$ cat src/rtl/fetch_unit_pkg.sv
// Shared constants for the instruction fetch slice: word size, FSM encodings,
// reset/bubble values and the wrapping PC increment.
package fetch_unit_pkg;

  localparam int WORD_SIZE = 16;

  typedef logic [WORD_SIZE-1:0] word_t;

  typedef enum logic [1:0] {
    ST_FETCH  = 2'd0,
    ST_HOLD   = 2'd1,
    ST_HALTED = 2'd2
  } fetch_state_e;

  localparam word_t PC_RESET  = 16'h0000;
  localparam word_t IR_BUBBLE = 16'h0000;
  localparam word_t WORD_ONE  = 16'h0001;

  // Natural modulo-2^16 wrap: 0xFFFF + 1 -> 0x0000.
  function automatic word_t word_inc(input word_t w);
    return w + WORD_ONE;
  endfunction

endpackage

$ cat src/rtl/fetch_skid_buf.sv
// One-entry skid register holding an instruction word and its link PC while
// decode is stalled.
module fetch_skid_buf
  import fetch_unit_pkg::*;
(
  input  logic  clk,
  input  logic  reset_n,
  input  logic  load,
  input  logic  clear,
  input  word_t load_data,
  input  word_t load_pc_next,
  output word_t data,
  output word_t pc_next,
  output logic  valid
);

  word_t data_q, data_d;
  word_t pc_next_q, pc_next_d;
  logic  valid_q, valid_d;

  // Next-entry selection: clear wins over load, otherwise hold.
  always_comb begin
    data_d    = data_q;
    pc_next_d = pc_next_q;
    valid_d   = valid_q;
    if (clear) begin
      data_d    = IR_BUBBLE;
      pc_next_d = PC_RESET;
      valid_d   = 1'b0;
    end else if (load) begin
      data_d    = load_data;
      pc_next_d = load_pc_next;
      valid_d   = 1'b1;
    end else begin
      valid_d   = valid_q;
    end
  end

  // Entry storage with synchronous active-low reset.
  always_ff @(posedge clk) begin
    if (!reset_n) begin
      data_q    <= IR_BUBBLE;
      pc_next_q <= PC_RESET;
      valid_q   <= 1'b0;
    end else begin
      data_q    <= data_d;
      pc_next_q <= pc_next_d;
      valid_q   <= valid_d;
    end
  end

  assign data    = data_q;
  assign pc_next = pc_next_q;
  assign valid   = valid_q;

endmodule

$ cat src/rtl/fetch_unit.sv
// Instruction fetch unit: issues PC-addressed reads, presents one instruction
// per cycle to decode, and absorbs a single response across a decode stall.
module fetch_unit
  import fetch_unit_pkg::*;
(
  input  logic                 clk,
  input  logic                 reset_n,
  output logic                 i_readM,
  output logic [WORD_SIZE-1:0] i_address,
  input  logic [WORD_SIZE-1:0] i_data,
  input  logic                 i_ready,
  input  logic                 stall,
  input  logic                 redirect,
  input  logic [WORD_SIZE-1:0] redirect_pc,
  input  logic                 halt,
  output logic [WORD_SIZE-1:0] ir,
  output logic [WORD_SIZE-1:0] ir_pc_next,
  output logic                 ir_valid,
  output logic [WORD_SIZE-1:0] num_fetch
);

  fetch_state_e state_q, state_d;
  word_t        pc_q, pc_d;
  word_t        ir_q, ir_d;
  word_t        ir_pc_next_q, ir_pc_next_d;
  logic         ir_valid_q, ir_valid_d;
  word_t        num_fetch_q, num_fetch_d;
  logic         i_readm_q, i_readm_d;

  logic         skid_load, skid_clear, skid_valid;
  word_t        skid_data, skid_pc_next;

  fetch_skid_buf u_skid (
    .clk          (clk),
    .reset_n      (reset_n),
    .load         (skid_load),
    .clear        (skid_clear),
    .load_data    (i_data),
    .load_pc_next (word_inc(pc_q)),
    .data         (skid_data),
    .pc_next      (skid_pc_next),
    .valid        (skid_valid)
  );

  // Next-state and datapath: halt > halted-lock > redirect > normal fetch/hold.
  always_comb begin
    state_d      = state_q;
    pc_d         = pc_q;
    ir_d         = ir_q;
    ir_pc_next_d = ir_pc_next_q;
    ir_valid_d   = ir_valid_q;
    num_fetch_d  = num_fetch_q;
    skid_load    = 1'b0;
    skid_clear   = 1'b0;
    if (halt) begin
      state_d    = ST_HALTED;
      ir_d       = IR_BUBBLE;
      ir_valid_d = 1'b0;
      skid_clear = 1'b1;
    end else if (state_q == ST_HALTED) begin
      state_d    = ST_HALTED;
    end else if (redirect) begin
      // Any coincident response belongs to the squashed path and is dropped.
      state_d    = ST_FETCH;
      pc_d       = redirect_pc;
      ir_d       = IR_BUBBLE;
      ir_valid_d = 1'b0;
      skid_clear = 1'b1;
    end else begin
      case (state_q)
        ST_FETCH: begin
          if (i_ready && !stall) begin
            ir_d         = i_data;
            ir_pc_next_d = word_inc(pc_q);
            ir_valid_d   = 1'b1;
            pc_d         = word_inc(pc_q);
            num_fetch_d  = word_inc(num_fetch_q);
          end else if (i_ready) begin
            skid_load = 1'b1;
            pc_d      = word_inc(pc_q);
            state_d   = ST_HOLD;
          end else if (!stall) begin
            ir_d       = IR_BUBBLE;
            ir_valid_d = 1'b0;
          end else begin
            state_d = ST_FETCH;
          end
        end
        ST_HOLD: begin
          if (!stall && skid_valid) begin
            ir_d         = skid_data;
            ir_pc_next_d = skid_pc_next;
            ir_valid_d   = 1'b1;
            num_fetch_d  = word_inc(num_fetch_q);
            skid_clear   = 1'b1;
            state_d      = ST_FETCH;
          end else if (!stall) begin
            ir_d       = IR_BUBBLE;
            ir_valid_d = 1'b0;
            state_d    = ST_FETCH;
          end else begin
            state_d = ST_HOLD;
          end
        end
        default: begin
          state_d = ST_FETCH;
        end
      endcase
    end
  end

  // Request strobe registered from the next state so it tracks state alone.
  always_comb begin
    i_readm_d = (state_d == ST_FETCH);
  end

  // Architectural state with synchronous active-low reset.
  always_ff @(posedge clk) begin
    if (!reset_n) begin
      state_q      <= ST_FETCH;
      pc_q         <= PC_RESET;
      ir_q         <= IR_BUBBLE;
      ir_pc_next_q <= PC_RESET;
      ir_valid_q   <= 1'b0;
      num_fetch_q  <= 16'h0000;
      i_readm_q    <= 1'b1;
    end else begin
      state_q      <= state_d;
      pc_q         <= pc_d;
      ir_q         <= ir_d;
      ir_pc_next_q <= ir_pc_next_d;
      ir_valid_q   <= ir_valid_d;
      num_fetch_q  <= num_fetch_d;
      i_readm_q    <= i_readm_d;
    end
  end

  assign i_readM    = i_readm_q;
  assign i_address  = pc_q;
  assign ir         = ir_q;
  assign ir_pc_next = ir_pc_next_q;
  assign ir_valid   = ir_valid_q;
  assign num_fetch  = num_fetch_q;

endmodule

$ cat config.mk
export PLATFORM = sky130hd
export DESIGN_NAME = fetch_unit
export DESIGN_NICKNAME = d
export VERILOG_FILES = /design/src/rtl/fetch_unit_pkg.sv /design/src/rtl/fetch_skid_buf.sv /design/src/rtl/fetch_unit.sv
export SDC_FILE = /design/constraint.sdc
export NUM_CORES = 1
export LEC_CHECK = 0
export BUFFER_PORTS_ARGS = -buffer_cell sky130_fd_sc_hd__buf_2
export CAP_MARGIN = 20
export CORE_ASPECT_RATIO = 0.9
export CORE_MARGIN = 8
export CORE_UTILIZATION = 24
export CTS_CLUSTER_DIAMETER = 30
export DETAILED_ROUTE_END_ITERATION = 6
export SYNTH_ARGS = -nofsm -noshare
export SYNTH_HDL_FRONTEND = slang
export SYNTH_SLANG_ARGS = --single-unit
$ cat constraint.sdc
create_clock -name clk -period 1.65 [get_ports clk]
set_input_delay 0.2475 -clock clk [delete_from_list [all_inputs] [get_ports clk]]
set_output_delay 0.2475 -clock clk [all_outputs]
set_load 0.1 [all_outputs]
==> flow_metrics.tcl <==
set metrics [dict create \
    rrSetupSlack_ns 0.004 \
    vias 4469 \
    clk_path_buf_depth 2 \
    worst_slew_pin_slew_ns 0.503 \
    ys_ff_latch 101 \
    routed_wl_um 14700 \
    synthCells 549 \
    wl_met3_um 738 \
    yosysWarnings 0 \
    wl_per_cell_um 16.1 \
    syn_area_sq_um 4600 \
    dpl_cell_area_sq_um 5780 \
    setup_violations 0 \
    drt_iter0_drc 292 \
    reg2reg_depth 6 \
    gp_congestion 0.787 \
    syn_nets 589 \
    clock_sinks 101 \
    hold_class "input port to flop" \
    hold_path_depth 3 \
    synthMuxAreaShare 0.0155 \
    final_common_cell "buf_2" \
    area_growth_pct 34.9 \
    synth_top_area_frac 0.439 \
    finalCriticalPeriod_ns 1.65 \
    yosys_most_used_dff "dfxtp_1" \
    ys_seq_area_frac 0.439 \
    fmax_mhz 607 \
    fp.dieArea_sq_um 23900 \
    top_layer "met4" \
    grt_pass1_vias 4364 \
    worst_slack_ns 0.00381 \
    die_h_um 147 \
    dr.pass1.iters 4 \
    antenna_cells 0 \
    slew_viol_final 0 \
    finalCritPeriodShare 0.998 \
    arrival_ns 1.91 \
    fin_hold_ws_ns 0.149 \
    layout.nets 695 \
    cp-start-kind "flop" \
    rsz0062_at_grt "yes" \
    design_area_sq_um 6210 \
    route.met2.wl_um 6720 \
    cts_tree "done" \
    max_stage_delay_ns 0.38 \
    grt_pass1_wl_um 23500 \
    grt_max_degree 37 \
    peakVddDrop_uv 423 \
    drc 0 \
    hold_viol_final 0 \
    grt_overflow 0 \
    skew_ns 0.0135 \
    synth-xor-area-share 0.0304 \
    antenna_found_initial 0 \
    relSlewSlack 0.655 \
    path_class "flop to flop" \
    cellPowerDensity_nw_per_um2 855 \
    syn_avg_cell_area_sq_um 8.38 \
    die_x_um 162 \
    io_buffers 103 \
    cp-end-kind "flop" \
    clk_latency_ns 0.36 \
    cts_buffers 9 \
    ios 104 \
    drive_above_1_share 0.342 \
    hpwl_um 10500 \
    synth_top_area_cell "dfxtp_1" \
    core_area_sq_um 19000 \
    layout_common_cells "103 x buf_2, 73 x nand2_1, 70 x dfxtp_1, 51 x nor2_1, 30 x buf_4" \
    hold_path_end "u_skid.data[12]" \
    r2r_end "u_skid.pc_next[11]" \
    pre_cts_slack_ns -0.188 \
    synth_area_leaders "dfxtp_1 44%, nand2_1 6.0%, nor2_1 4.2%, a21oi_1 3.3%, a2bb2oi_1 3.0%" \
    min_from "i_data[12]" \
    initial_core_util 0.243 \
    ctsHtreeMaxLevel 3 \
    ctsHoldBuffers 0 \
    synth_edf_count 0 \
    rows 48 \
    yosysUniqueCellTypes 51 \
    yosys.area_share.adder 0.00544 \
    cp_max_fo 26 \
    crit_slowest_cell "or3b_4" \
    required_ns 1.92 \
    clkSlewWorstSetupHoldPaths_ns 0.08 \
    clockRootBuffer "clkbuf_16" \
    status "finished clean" \
    grtUsageTotal 0.123 \
    synth_top_family_by_area "simple AND/OR/NAND/NOR gates" \
    synth_compound_area_frac 0.216 \
    rr_startpoint "state_q[1]" \
    vias_per_cell 4.91 \
    synth-simple-area-share 0.241 \
    leakagePower_nw 2.26 \
    drv_cap 0 \
    power_mw 5.31 \
    m1WireLength_um 6970 \
    ys_async_sr_fraction 0 \
    cp_cell_sequence "or3b_4, buf_6, nor3_4, buf_12, nor2_2, a211oi_1" \
    drtAntennaViolNets 0 \
]
==> sequential cells by signal (all words and copies together) (netlist names) <==
register and flops:
i_address 16, i_readM 1, ir 16, ir_pc_next 16, ir_valid 1, num_fetch 16, state_q 2, u_skid.data 16
u_skid.pc_next 16, u_skid.valid 1
==> synth_stat cells (7+ instances only) <==
master,count
buf_2,15
nand2_1,73
nand3_1,28
a21oi_1,30
nor3_1,27
clkbuf_1,27
a32oi_1,16
o221ai_1,11
or4_1,8
a2bb2oi_1,16
o21ai_0,11
nor2_1,52
nand4_1,13
o31ai_1,12
xnor2_1,15
a211oi_1,10
dfxtp_1,101
o211ai_1,7
==> worst max-delay path: cells and delay by family (launching register included) <==
kind,cells,cell delay [ns]
AO/OA/AOI/OAI,1,0.21
buffers and inverters,2,0.34
flip-flops,1,0.35
AND/OR/NAND/NOR,3,0.63
==> worst max path at each step <==
stage / startpoint / end / slack [ns]
after floorplan: i_address[3] / i_address[11] / -0.05
after global placement: stall / ir[7] / -0.35
after detailed placement: redirect / ir_valid / -0.19
after CTS: state_q[1] / ir_pc_next[10] / -0.03
after global routing: state_q[1] / u_skid.data[12] / -0.09
final: state_q[1] / u_skid.pc_next[11] / 0.004
==> report_power, final <==
part / total (mW) / leakage, nW / switching [mW] / internal [mW]
clock: 2.12 / 0.141 / 1.06 / 1.06
combinational: 0.701 / 1.28 / 0.484 / 0.217
sequential: 2.49 / 0.838 / 0.0488 / 2.44
total: 5.31 / 2.26 / 1.59 / 3.72
==> layer usage <==
metal / global-route usage / up-vias
met5: 0 / -
met3: 0.0292 / 14
met2: 0.194 / 111
met1: 0.160 / 2108
met4: 0.0435 / 0
li1: - / 2236
==> per-stage QoR <==
step / util / instances / TNS [ns]
floorplan: - / 549 / -0.568
global placement: 0.304 / 893 / -8.64
detailed placement: 0.304 / 894 / -6.04
CTS: 0.322 / 910 / -0.0342
global route: 0.327 / 910 / -2.01
finish: 0.327 / 910 / 0
==> area by class of cell <==
type	instances	area (sq um)
repair buffers	143	888
flip-flops and latches	101	2130
multi-input cells	394	2560
inverters	6	22.5
well taps	250	313
fillers	2021	12800
clock buffers	9	225
clock inverters	7	70.1
==> cells by family (layout without fill, tap and decap cells) <==
family / Yosys count / in the layout
fa+ha+maj: 2 / 2
buf+inv: 54 / 165
flops: 101 / 101
xor+xnor: 16 / 16
compound gates: 139 / 139
mux: 7 / 7
simple gates: 230 / 230
==> timing repair <==
item	4_1_cts	5_1_grt
pin swaps	1	4
setup buffers	0	0
cloned	0	0
setup endpoints to repair	42	85
resized for setup	12	17
(Power assumes the default switching activity.)
